`src/rtl/count_mon_pkg.sv`:
```
// rtl/count_mon_pkg.sv - shared types and defaults for the count direction monitor
package count_mon_pkg;

  localparam int DEF_WIDTH    = 4;
  localparam int DEF_LOCK_CNT = 3;
  localparam int DEF_ERR_W    = 8;

  typedef enum logic [1:0] {
    IDLE,
    ACQUIRE,
    LOCKED
  } state_t;

  typedef enum logic [1:0] {
    D_HOLD,
    D_UP,
    D_DOWN,
    D_JUMP
  } delta_t;

endpackage

```
`src/rtl/count_delta_classify.sv`:
```
// rtl/count_delta_classify.sv - classifies the modular difference between two count samples
module count_delta_classify
  import count_mon_pkg::*;
#(
  parameter int WIDTH = DEF_WIDTH
) (
  input  logic [WIDTH-1:0] count_in,
  input  logic [WIDTH-1:0] prev,
  output delta_t           delta
);

  logic [WIDTH-1:0] diff;

  // Subtraction stays at WIDTH bits so counter wrap appears as a +1/-1 step.
  assign diff = count_in - prev;

  always_comb begin
    delta = D_JUMP;
    if (diff == '0) begin
      delta = D_HOLD;
    end else if (diff == WIDTH'(1)) begin
      delta = D_UP;
    end else if (diff == '1) begin
      delta = D_DOWN;
    end
  end

endmodule

```
`src/rtl/count_direction_decoder.sv`:
```
// rtl/count_direction_decoder.sv - recovers direction, steps, stalls and jumps from a counter bus
module count_direction_decoder
  import count_mon_pkg::*;
#(
  parameter int WIDTH    = DEF_WIDTH,
  parameter int LOCK_CNT = DEF_LOCK_CNT,
  parameter int ERR_W    = DEF_ERR_W
) (
  input  logic             clk,
  input  logic             rst,
  input  logic [WIDTH-1:0] count_in,
  input  logic             count_valid,
  output logic             dir_up,
  output logic             step,
  output logic             hold,
  output logic             reversal,
  output logic             err_jump,
  output logic             locked,
  output logic [ERR_W-1:0] err_count
);

  localparam logic [3:0] LOCK_V = 4'(LOCK_CNT);

  state_t           state, state_next;
  logic [WIDTH-1:0] prev, prev_next;
  logic [3:0]       acq_cnt, acq_next;
  logic             dir_next;
  logic [ERR_W-1:0] err_next;
  logic             step_next, hold_next, rev_next, jump_next;
  logic             new_up;
  delta_t           delta;

  count_delta_classify #(.WIDTH(WIDTH)) u_classify (
    .count_in (count_in),
    .prev     (prev),
    .delta    (delta)
  );

  assign new_up = (delta == D_UP);
  assign locked = (state == LOCKED);

  always_ff @(posedge clk) begin
    if (rst) begin
      state     <= IDLE;
      prev      <= '0;
      acq_cnt   <= '0;
      dir_up    <= 1'b1;
      err_count <= '0;
      step      <= 1'b0;
      hold      <= 1'b0;
      reversal  <= 1'b0;
      err_jump  <= 1'b0;
    end else begin
      state     <= state_next;
      prev      <= prev_next;
      acq_cnt   <= acq_next;
      dir_up    <= dir_next;
      err_count <= err_next;
      step      <= step_next;
      hold      <= hold_next;
      reversal  <= rev_next;
      err_jump  <= jump_next;
    end
  end

  always_comb begin
    state_next = state;
    prev_next  = prev;
    acq_next   = acq_cnt;
    dir_next   = dir_up;
    err_next   = err_count;
    step_next  = 1'b0;
    hold_next  = 1'b0;
    rev_next   = 1'b0;
    jump_next  = 1'b0;

    if (count_valid) begin
      // prev follows every sample so re-acquisition starts from a jump target.
      prev_next = count_in;
      case (state)
        IDLE: begin
          state_next = ACQUIRE;
          acq_next   = '0;
        end
        ACQUIRE: begin
          case (delta)
            D_UP, D_DOWN: begin
              step_next = 1'b1;
              dir_next  = new_up;
              acq_next  = (new_up != dir_up) ? 4'd1 : acq_cnt + 4'd1;
              if (acq_next >= LOCK_V) begin
                state_next = LOCKED;
              end
            end
            D_HOLD: hold_next = 1'b1;
            default: begin
              jump_next = 1'b1;
              err_next  = (err_count == '1) ? err_count : err_count + ERR_W'(1);
              acq_next  = '0;
            end
          endcase
        end
        LOCKED: begin
          case (delta)
            D_UP, D_DOWN: begin
              step_next = 1'b1;
              rev_next  = (new_up != dir_up);
              dir_next  = new_up;
            end
            D_HOLD: hold_next = 1'b1;
            default: begin
              jump_next  = 1'b1;
              err_next   = (err_count == '1) ? err_count : err_count + ERR_W'(1);
              acq_next   = '0;
              state_next = ACQUIRE;
            end
          endcase
        end
        default: state_next = IDLE;
      endcase
    end
  end

endmodule

```
`config.mk`:
```
export PLATFORM = sky130hd
export DESIGN_NAME = count_direction_decoder
export DESIGN_NICKNAME = d
export VERILOG_FILES = /design/src/rtl/count_mon_pkg.sv /design/src/rtl/count_delta_classify.sv /design/src/rtl/count_direction_decoder.sv
export SDC_FILE = /design/constraint.sdc
export NUM_CORES = 1
export LEC_CHECK = 0
export BUFFER_PORTS_ARGS = -buffer_cell sky130_fd_sc_hd__buf_4
export CAP_MARGIN = 5
export CORE_MARGIN = 1.5
export CORE_UTILIZATION = 45
export DETAILED_ROUTE_END_ITERATION = 10
export GPL_ROUTABILITY_DRIVEN = 0
export PLACE_DENSITY = 0.71
export SLEW_MARGIN = 20
export SYNTH_ARGS = -nofsm -noshare
export SYNTH_HDL_FRONTEND = slang
export SYNTH_SLANG_ARGS = --single-unit
```
`constraint.sdc`:
```
create_clock -name clk -period 7.29 [get_ports clk]
set_clock_uncertainty 0.05 [all_clocks]
set_input_delay 0.3645 -clock clk [delete_from_list [all_inputs] [get_ports clk]]
set_output_delay 0.3645 -clock clk [all_outputs]
set_load 0.01 [all_outputs]
```
=== Word-level counts from Yosys, hierarchy flattened ===
Cells that the tools add are included.

* Add/sub/neg operators: 3
* Multiply operators: 0
* Div/mod/pow operators: 0
* Order comparisons: 1
* Equality and inequality tests: 12
* Shift operators: 0
* Mux-type cells: 14
* Bitwise operators: 6
* Reduce and logical (&&, ||, !) cells: 13

{| class="wikitable"
|+ Operators by type and width
! operator !! count
|-
| 4-bit case mux with 3 select lines || 1
|-
| 4-bit AND reduction || 3
|-
| 2-bit 2-to-1 mux || 5
|-
| 8-bit by 1-bit adder with 8-bit output, second input constant || 1
|-
| 8-bit equality test, second input constant || 1
|-
| 4-bit 2-to-1 mux || 2
|-
| 2-bit inequality test, second input constant || 4
|-
| 4-bit case mux with 2 select lines || 1
|-
| 1-bit NOT || 6
|-
| 2-bit case mux with 3 select lines || 1
|-
| 3-bit OR reduction || 2
|-
| 4-bit by 1-bit adder with 4-bit output, second input constant || 1
|-
| 2-bit by 1-bit equality test with 1-bit output, second input constant || 2
|-
| 2-bit equality test, second input constant || 2
|-
| 4-bit by 1-bit equality test with 1-bit output, second input constant || 1
|-
| 4-bit equality test, second input constant || 1
|-
| 4-bit by 2-bit >= comparator with 1-bit output, second input constant || 1
|-
| 2-bit logical NOT || 2
|-
| 4-bit logical NOT || 1
|-
| 1-bit 2-to-1 mux || 4
|-
| 2-bit OR reduction || 2
|-
| 4-bit OR reduction || 1
|-
| 4-bit subtractor || 1
|-
| 3-bit AND reduction || 1
|-
| 2 further kinds || 2
|}

* Flip-flop bits (word level): 23
* Latch bits: 0
* RAM bits: 0
* Memory bits (read-only): 0
* Bits of input ports: 7
* Output and inout port bits: 14
* Memories kept: 0

=== Logic depth before layout (Yosys ltp) ===
Gate-level depths: netlist (run 1).

* Word-level depth: 12
* Mapped depth: 13
* Gate-level depth less buffers: 13

=== Hierarchy ===
Synthesis (run 1) repeated with hierarchy kept, for this count alone.

* Cells, all modules: 145
* Area total of the unflattened synthesis: 1,331.3 sq um

{| class="wikitable"
|+ By module, submodules not included
! module !! instances !! cells an instance !! area an instance (sq um) !! sequential area each (sq um)
|-
| count_direction_decoder || 1 || 127 || 1,184.9 || 460.4
|-
| count_delta_classify || 1 || 18 || 146.4 || 0.0
|}

=== Least setup slack after synthesis (run 1) ===
OpenSTA, ideal clock, no wires.

* Path type: input to register
* From: in count_in[0]
* To: reg state[0]
* Arrival: 2.850 ns
* Data required time: 7.119 ns
* Slack: 4.269 ns
* Stages on the path: 12
* Buffers on the path: 0
* Path through: inv_1 ha_1 fa_1 xor2_1 or3_1 mux2_1 ha_1 xnor2_2 o211ai_1 a31oi_1 o21bai_1 mux2_4

* Longest elaborated chain between the ends: 11
* Elaborated cells on any way between the ends: 19
* Those cells by class: add/sub (1); order compare (1); eq/ne (8); mux (4); reduce/logical (5)

{| class="wikitable"
|+ Ends and longest elaborated chain
! item !! line !! text
|-
| start, declared || count_direction_decoder.sv:11 || <nowiki>input logic [WIDTH-1:0] count_in,</nowiki>
|-
| 4-bit subtractor * || count_delta_classify.sv:15 || <nowiki>assign diff = count_in - prev;</nowiki>
|-
| 4-bit equality test || count_delta_classify.sv:23 || <nowiki>end else if (diff == '1) begin</nowiki>
|-
| 1-bit 2-to-1 mux || count_delta_classify.sv:23 ||
|-
| 2-bit 2-to-1 mux || count_delta_classify.sv:21 || <nowiki>end else if (diff == WIDTH'(1)) begin</nowiki>
|-
| 2-bit 2-to-1 mux * || count_delta_classify.sv:19 || <nowiki>if (diff == '0) begin</nowiki>
|-
| 2-bit by 1-bit equality test with 1-bit output * || count_direction_decoder.sv:39 || <nowiki>assign new_up = (delta == D_UP);</nowiki>
|-
| named net new_up || count_direction_decoder.sv:30 || <nowiki>logic new_up;</nowiki>
|-
| 1-bit inequality test || count_direction_decoder.sv:90 || <nowiki>acq_next = (new_up != dir_up) ? 4'd1 : acq_cnt + 4'd1;</nowiki>
|-
| 4-bit 2-to-1 mux || count_direction_decoder.sv:90 ||
|-
| 4-bit by 2-bit >= comparator with 1-bit output || count_direction_decoder.sv:91 || <nowiki>if (acq_next >= LOCK_V) begin</nowiki>
|-
| 2-bit inequality test (no source line) || -- ||
|-
| 4-bit AND reduction (no source line) * || -- ||
|-
| end signal, assigned || count_direction_decoder.sv:54 || <nowiki>state <= state_next;</nowiki>
|-
| end, declared || count_direction_decoder.sv:24 || <nowiki>state_t state, state_next;</nowiki>
|}

Mark *: on every way through the listed nets, which the timed path passes. The rest lies on a longest branch.
A chain may end at the register's enable or synchronous reset.

=== Worst setup path after layout (run 1) ===
* From: reg prev[0]
* To: reg state[0]

* Longest elaborated chain between the ends: 11
* Elaborated cells on any way between the ends: 19
* Those cells by class: add/sub (1); order compare (1); eq/ne (8); mux (4); reduce/logical (5)

{| class="wikitable"
|+ Ends and longest elaborated chain
! item !! line !! text
|-
| start, declared || count_direction_decoder.sv:25 || <nowiki>logic [WIDTH-1:0] prev, prev_next;</nowiki>
|-
| start signal, assigned || count_direction_decoder.sv:55 || <nowiki>prev <= prev_next;</nowiki>
|-
| 4-bit subtractor * || count_delta_classify.sv:15 ||
|-
| 4-bit equality test || count_delta_classify.sv:23 ||
|-
| 1-bit 2-to-1 mux || count_delta_classify.sv:23 ||
|-
| 2-bit 2-to-1 mux || count_delta_classify.sv:21 ||
|-
| 2-bit 2-to-1 mux * || count_delta_classify.sv:19 ||
|-
| 2-bit by 1-bit equality test with 1-bit output * || count_direction_decoder.sv:39 ||
|-
| named net new_up || count_direction_decoder.sv:30 ||
|-
| 1-bit inequality test || count_direction_decoder.sv:90 ||
|-
| 4-bit 2-to-1 mux || count_direction_decoder.sv:90 ||
|-
| 4-bit by 2-bit >= comparator with 1-bit output || count_direction_decoder.sv:91 ||
|-
| 2-bit inequality test (no source line) || -- ||
|-
| 4-bit AND reduction (no source line) * || -- ||
|}

Marks and branches as above.

==> summary.md, run 1 <==
| Metric | Value |
|---|---|
| Status | `completed` |
| Routed vias | `1066` |
| Async SR Flop Fraction | `0` |
| DRC | `0` |
| Synth top cells by count | `23 x dfxtp_1, 17 x nor2_1, 12 x ha_1` |
| PostCTS Resize Cnt | `0` |
| I/O Buffers | `20` |
| Final worst slack | `4.11 ns` |
| Remaining antenna violation count after routing | `0` |
| Row cnt | `19` |
| Vias per cell | `5.52` |
| First-pass GRT wire length | `4240 µm` |
| Chip width | `57.1 µm` |
| Yosys warnings | `0` |
| Clock group share of total power | `0.238` |
| Syn Inst Count | `141` |
| Final setup vio count | `0` |
| Least-Margin Pin Slew | `0.416 ns` |
| WS Path Type | `reg2reg` |
| Drt initial violations | `30` |
| Power, Total | `0.000242 W` |
| Total core area | `2760 µm²` |
| Critical Path AT | `3.34 ns` |
| Total Wirelength | `2430 µm` |
| Max FO, Critical Path | `4` |
| Worst skew pair latency | `0.30 ns` |
| Synth top area cells | `dfxtp_1 35%, ha_1 11%, mux2i_1 5.3%` |
| Post-Syn Nets | `161` |
| Final TNS setup | `0 ns` |
| Total die area | `3260 µm²` |
| CTS sink count | `23` |
| Ys flop type | `dfxtp_1` |
| Fin crit period | `3.18 ns` |
| Largest net degree at the start of global routing | `25` |
| Cts hold-fix bufs | `0` |
| Max transition margin | `0.721` |
| Max Cap Viol | `0` |
| Largest area contributor in the netlist | `dfxtp_1` |
| Power share of the combinational group | `0.215` |
| Grt total ovfl | `0` |
| Io pins | `21` |
| DR WL/cell | `12.6 µm` |
| Die H | `57.1 µm` |
| Net Sw Power | `0.0000681 W` |
| H-tree Lvls | `1` |
| Initial antenna violation count | `0` |
| CTS root buf | `clkbuf_4` |
| Syn-to-layout area delta | `14.9%` |
| Max frequency | `0.315 GHz` |
| Seq cells post-synth | `23` |
| HP Class | `in2reg` |
| Final period util | `0.436` |
| Syn Area/Cell | `9.34 µm²` |
| Share of layout cells above drive strength 1 | `0.179` |
| Max-slew violation count | `0` |
| GRT Resource Usage Total | `0.164` |
| Count leader, synth | `dfxtp_1` |
| Seq pwr share | `0.547` |
| HPWL after DPL | `1900 µm` |
| Unique cell type count in the Yosys netlist | `42` |
| Ant diodes | `0` |
| Pwr per Cell Area | `160 nW/µm²` |
| Vias in the first global route | `1022` |
| Initial Util | `0.477` |
| Leak pwr | `0.668 nW` |
| Share of the synthesized area in the top cell type | `0.350` |
| DR pass1 iterations | `4` |
| Seq/Total Area, Yosys | `0.350` |
| Synth Cell Area | `1320 µm²` |
| Dpl ws | `3.96 ns` |
| VDD IR-drop max | `0.000157 V` |
| WP data required | `7.45 ns` |
| Switching Share | `0.281` |
| RSZ-0062 raised after global routing | `no` |
| Post-synth EDFFs | `0` |
| Final Instance Area | `1510 µm²` |
| CTS Buf Count | `3` |
| FILL cells | `251` |
| Critical path startpoint category | `register` |
| Layout Nets | `183` |
| Clock buffer depth | `2` |
| Internal power | `0.000174 W` |
| Critical path capture point type | `register` |
| Area after DPL | `1490 µm²` |
| CTS tree | `done` |
| Final hold vios | `0` |
| Postcts setup bufs | `0` |
| Final core utilization | `0.549` |
| Clk slew on worst S/H paths | `0.12 ns` |
==> cells by family (layout without fill, tap and decap cells) <==
family                     after synthesis  after routing  share of synthesized area
buffers and inverters                   12             33                     0.0399
muxes                                    9              9                     0.0732
AOI/OAI and AO/OA                       17             17                      0.102
DFF                                     23             23                      0.350
and+or+nand+nor                         57             57                      0.234
xor gates and xnor gates                10             10                     0.0723
adders and majority gates               13             13                      0.129
==> cells in the final DEF, fill, tap and decap left out, types with 2 or more instances in the layout <==
cell type  count
buf_4         20
nand2_1        8
nand3_1        8
nand2b_1       2
inv_1          9
nor3_1         5
o21bai_1       2
o21ai_1        2
xor2_1         6
dfxtp_1       23
nor2_1        17
clkbuf_4       3
mux2i_1        7
a31oi_1        3
a21oi_2        2
ha_1          12
and4b_1        2
xnor2_1        3
and3_1         4
==> registers in the layout (all words and copies together), names as in the netlist <==
name and cells:
hold 1, dir_up 1, err_count 8, acq_cnt 4, state 2, err_jump 1
step 1, prev 4, reversal 1
==> area by class of cell <==
type	count	area, µm²	area share
timing repair buffer	20	150	0.0993
multi-input combinational	106	803	0.531
sequential	23	460	0.304
tap	31	38.8	0.0256
clock buffer	4	26.3	0.0174
inverter	9	33.8	0.0223
==> metrics by stage <==
| step | cells | hold slack, ns |
|---|---|---|
| 3_5_place_dp | 189 | 0.431 |
| 6_report | 193 | 0.264 |
| 5_1_grt | 193 | 0.265 |
| 3_3_place_gp | 189 | 0.424 |
| 4_1_cts | 193 | 0.250 |
| 2_1_floorplan | 141 | 0.410 |
==> power groups by stage <==
stage          clock network (W)  registers [W]  logic (W)
6_report               0.0000577       0.000132  0.0000519
5_1_grt                0.0000663       0.000133  0.0000577
4_1_cts                0.0000611       0.000133  0.0000523
3_5_place_dp                   0       0.000135  0.0000520
3_3_place_gp                   0       0.000135  0.0000496
2_1_floorplan                  0       0.000135  0.0000388
==> per-layer routing <==
metal | part of all wire | track usage
met3 | 0.040 | 0.0522
met2 | 0.51 | 0.296
met5 | 0 | 0
met4 | 0.0070 | 0.0299
met1 | 0.44 | 0.192
==> critical path, cell delays in order, from the launching register on <==
cell      delay [ns]
dfxtp_1         0.34
ha_1            0.21
fa_1            0.38
xor2_1          0.21
or3_1           0.34
mux2_1          0.33
ha_1            0.25
xnor2_2         0.21
o211ai_1        0.13
a31oi_1         0.21
o21bai_1        0.11
mux2_4          0.30
==> final timing paths <==
path	startpoint	endpoint	slack, ns	cells past startpoint
worst max-delay path	prev[0]	state[0]	4.11	11
worst min-delay path	count_in[0]	prev[0]	0.26	3
worst max register to register	prev[0]	state[0]	4.11	11
worst min register to register	prev[2]	prev[2]	0.46	2
Note: power is estimated with default switching activity, not from simulation.
==> run 2: changes to the inputs <==
- ABC_AREA: unset -> 1
- PLACE_DENSITY: 0.71 -> 0.73
- clock period: 7.29 -> 2.9 ns (I/O delays scaled with it)
==> summary.md, run 2 <==
| Metric | Value |
|---|---|
| Least-Margin Pin Slew | `0.433 ns (+0.0166 ns)` |
| RSZ-0062 raised after global routing | `no` |
| Count leader, synth | `nand2_1` |
| Row cnt | `19 (unchanged)` |
| Critical path startpoint category | `register` |
| Post-synth EDFFs | `0 (unchanged)` |
| Share of the synthesized area in the top cell type | `0.352 (+0.00201)` |
| Hold Path Sink | `prev[0]` |
| Final setup vio count | `0 (unchanged)` |
| Chip width | `56.9 µm (-0.27%)` |
| Ys flop type | `dfxtp_1` |
| Max FO, Critical Path | `5 (+1)` |
| H-tree Lvls | `1 (unchanged)` |
| Async SR Flop Fraction | `0 (unchanged)` |
| Seq/Total Area, Yosys | `0.352 (+0.00201)` |
| Worst skew pair latency | `0.31 ns (about the same)` |
| Max transition margin | `0.711 (-0.00942)` |
| Initial antenna violation count | `0 (unchanged)` |
| Largest net degree at the start of global routing | `16 (-36%)` |
| Clock buffer depth | `2 (unchanged)` |
| Grt total ovfl | `0 (unchanged)` |
| WP data required | `3.10 ns (-4.35 ns)` |
| Max Cap Viol | `0 (unchanged)` |
| Total die area | `3240 µm² (-0.54%)` |
| CTS tree | `done` |
| Vias per cell | `5.00 (-9.4%)` |
| Die H | `56.9 µm (-0.27%)` |
| CTS sink count | `23 (unchanged)` |
| Final TNS setup | `0 ns (unchanged)` |
| Final hold vios | `0 (unchanged)` |
| Max frequency | `0.388 GHz (+23%)` |
| Critical path capture point type | `register` |
| Commonest non-fill, non-tap cells in the layout | `32 x nand2_1, 25 x inv_1, 23 x dfxtp_1` |
| R2R depth | `16 (+5)` |
| Status | `completed` |
| Leak pwr | `0.704 nW (+5.5%)` |
| Largest regs | `err_count x8, acq_cnt x4, prev x4` |
| Critical Path AT | `2.78 ns (-0.56 ns)` |
| Flop2flop setup slack | `0.32 ns (-3.79 ns)` |
| Fin crit period | `2.58 ns (-0.600 ns)` |
| I/O Buffers | `20 (unchanged)` |
| Io pins | `21 (unchanged)` |
| FILL cells | `267 (+6.4%)` |
| Largest family of logic cells by synthesized area | `simple AND/OR/NAND/NOR gates` |
| Routed vias | `1146 (+7.5%)` |
| Total core area | `2760 µm² (unchanged)` |
| Reg with most FFs | `err_count` |
| Area after DPL | `1480 µm² (-0.59%)` |
| Max-slew violation count | `0 (unchanged)` |
| Synth Area in Compound Gates | `0.108 (+0.00632)` |
| CTS Buf Count | `3 (unchanged)` |
| Ant diodes | `0 (unchanged)` |
| RR Startpoint | `prev[1]` |
| Post-Synth Adder-Cell Area | `0.130 (+0.000742)` |
| DRC | `0 (unchanged)` |
| Clk slew on worst S/H paths | `0.13 ns (about the same)` |
| First-pass GRT wire length | `4510 µm (+6.2%)` |
| Initial Util | `0.475 (-0.00272)` |
| Share of layout cells above drive strength 1 | `0.172 (-0.00730)` |
| Simple-gate share of the synthesized area | `0.282 (+0.0482)` |
| Unique cell type count in the Yosys netlist | `24 (-43%)` |
| Total Wirelength | `2600 µm (+6.9%)` |
| DR pass1 iterations | `4 (unchanged)` |
| Multiplexer share of the synthesized area | `0 (-0.0732)` |
| Syn Area/Cell | `7.44 µm² (-20%)` |
| Final period util | `0.889 (+0.453)` |
| Largest area contributor in the netlist | `dfxtp_1` |
| Drt initial violations | `43 (+43%)` |
| Final Instance Area | `1520 µm² (+0.33%)` |
| Synth Cell Area | `1310 µm² (-0.57%)` |
| HPWL after DPL | `2050 µm (+7.8%)` |
| DR WL/cell | `11.3 µm (-9.9%)` |
| Commonest non-fill, non-tap cell in the layout | `nand2_1` |
| VDD IR-drop max | `0.000412 V (+160%)` |
| HP Class | `in2reg` |
| Syn-to-layout area delta | `16.0%` |
| CTS root buf | `clkbuf_4` |
| Layout Nets | `219 (+20%)` |
| Synth top cells by count | `33 x nand2_1, 25 x inv_1, 23 x dfxtp_1` |
| Post-Syn Nets | `196 (+22%)` |
| Yosys warnings | `0 (unchanged)` |
| GRT Resource Usage Total | `0.174 (+0.00951)` |
| Seq cells post-synth | `23 (unchanged)` |
| Syn Inst Count | `176 (+25%)` |
| Hold Crit Start | `count_in[0]` |
| Pwr per Cell Area | `464 nW/µm² (+190%)` |
| Synth top area cells | `dfxtp_1 35%, ha_1 11%, nand2_1 9.5%` |
| Remaining antenna violation count after routing | `0 (unchanged)` |
| Hold path depth | `3 (unchanged)` |
| Vias in the first global route | `1094 (+7.0%)` |
| Xor-xnor portion of the synthesized cell area | `0.0335 (-0.0388)` |
| WS Path Type | `reg2reg` |
| FF-to-FF End | `acq_cnt[3]` |
| Max FFs per register | `8 (unchanged)` |
run 2: cells by family after synthesis:
logic type	Yosys count
compound gates	26
xor+xnor	5
fa+ha+maj	13
buf+inv	30
flops	23
simple gates	79
run 2: cell type report:
class                           count  area (µm²)  share of cell area
Clock inverter                      1        5.00             0.00330
Sequential cell                    23         460               0.303
Inverter                           27         104              0.0684
Multi-Input combinational cell    123         727               0.479
Clock buffer                        3        22.5              0.0148
Timing Repair Buffer               21         160               0.106
Tap cell                           31        38.8              0.0256
run 2: worst max path at each step:
stage,startpoint,endpoint,slack (ns),depth (start not counted)
after global routing,prev[0],state[1],0.05,16
after CTS,prev[0],state[0],0.25,18
after global placement,prev[0],state[0],0.38,18
after detailed placement,prev[0],state[0],0.27,18
final,prev[1],acq_cnt[3],0.32,16
after floorplan,prev[0],state[0],0.49,18
run 2: critical path, cell delays in order (launching register included):
cell     delay [ns]
dfxtp_1        0.40
inv_1          0.06
ha_1           0.27
nand2_1        0.05
o21ai_0        0.19
xor2_1         0.21
nor2_1         0.07
nand3_1        0.06
nand2_1        0.07
inv_1          0.08
ha_1           0.14
inv_1          0.08
a21oi_4        0.20
nand3_4        0.13
nor3_4         0.18
nand4_1        0.12
a21oi_1        0.16
run 2: where the power goes:
group	internal, W	switching, W	leakage [nW]
Clock	0.0000515	0.0000978	0.0177
Combinational	0.0000781	0.000129	0.500
Sequential	0.000334	0.0000140	0.187
Total	0.000463	0.000241	0.704
run 2: timing repair:
| action | 4_1_cts | 5_1_grt |
|---|---|---|
| resized for setup | 0 | 1 |
| hold buffers | 1 | 0 |
| setup endpoints to repair | 0 | 2 |
| hold endpoints to repair | 6 | 0 |
| setup buffers | 0 | 0 |
run 2: through the flow:
stage | cells | hold slack [ns] | worst slack [ns] | utilization | total power [W]
6_report | 229 | 0.0487 | 0.321 | 0.550 | 0.000705
5_1_grt | 229 | 0.0395 | 0.0528 | 0.550 | 0.000750
4_1_cts | 229 | 0.0409 | 0.249 | 0.549 | 0.000713
3_5_place_dp | 224 | 0.332 | 0.266 | 0.536 | 0.000560
3_3_place_gp | 224 | 0.326 | 0.378 | 0.536 | 0.000554
2_1_floorplan | 176 | 0.230 | 0.492 | - | 0.000508
run 2: per-layer routing:
| layer | track usage | routed length [µm] | part of all wire |
|---|---|---|---|
| met5 | 0 | 0 | 0 |
| met2 | 0.310 | 1270 | 0.49 |
| met1 | 0.211 | 1230 | 0.47 |
| met4 | 0.0365 | 17 | 0.0065 |
| met3 | 0.0431 | 80 | 0.031 |
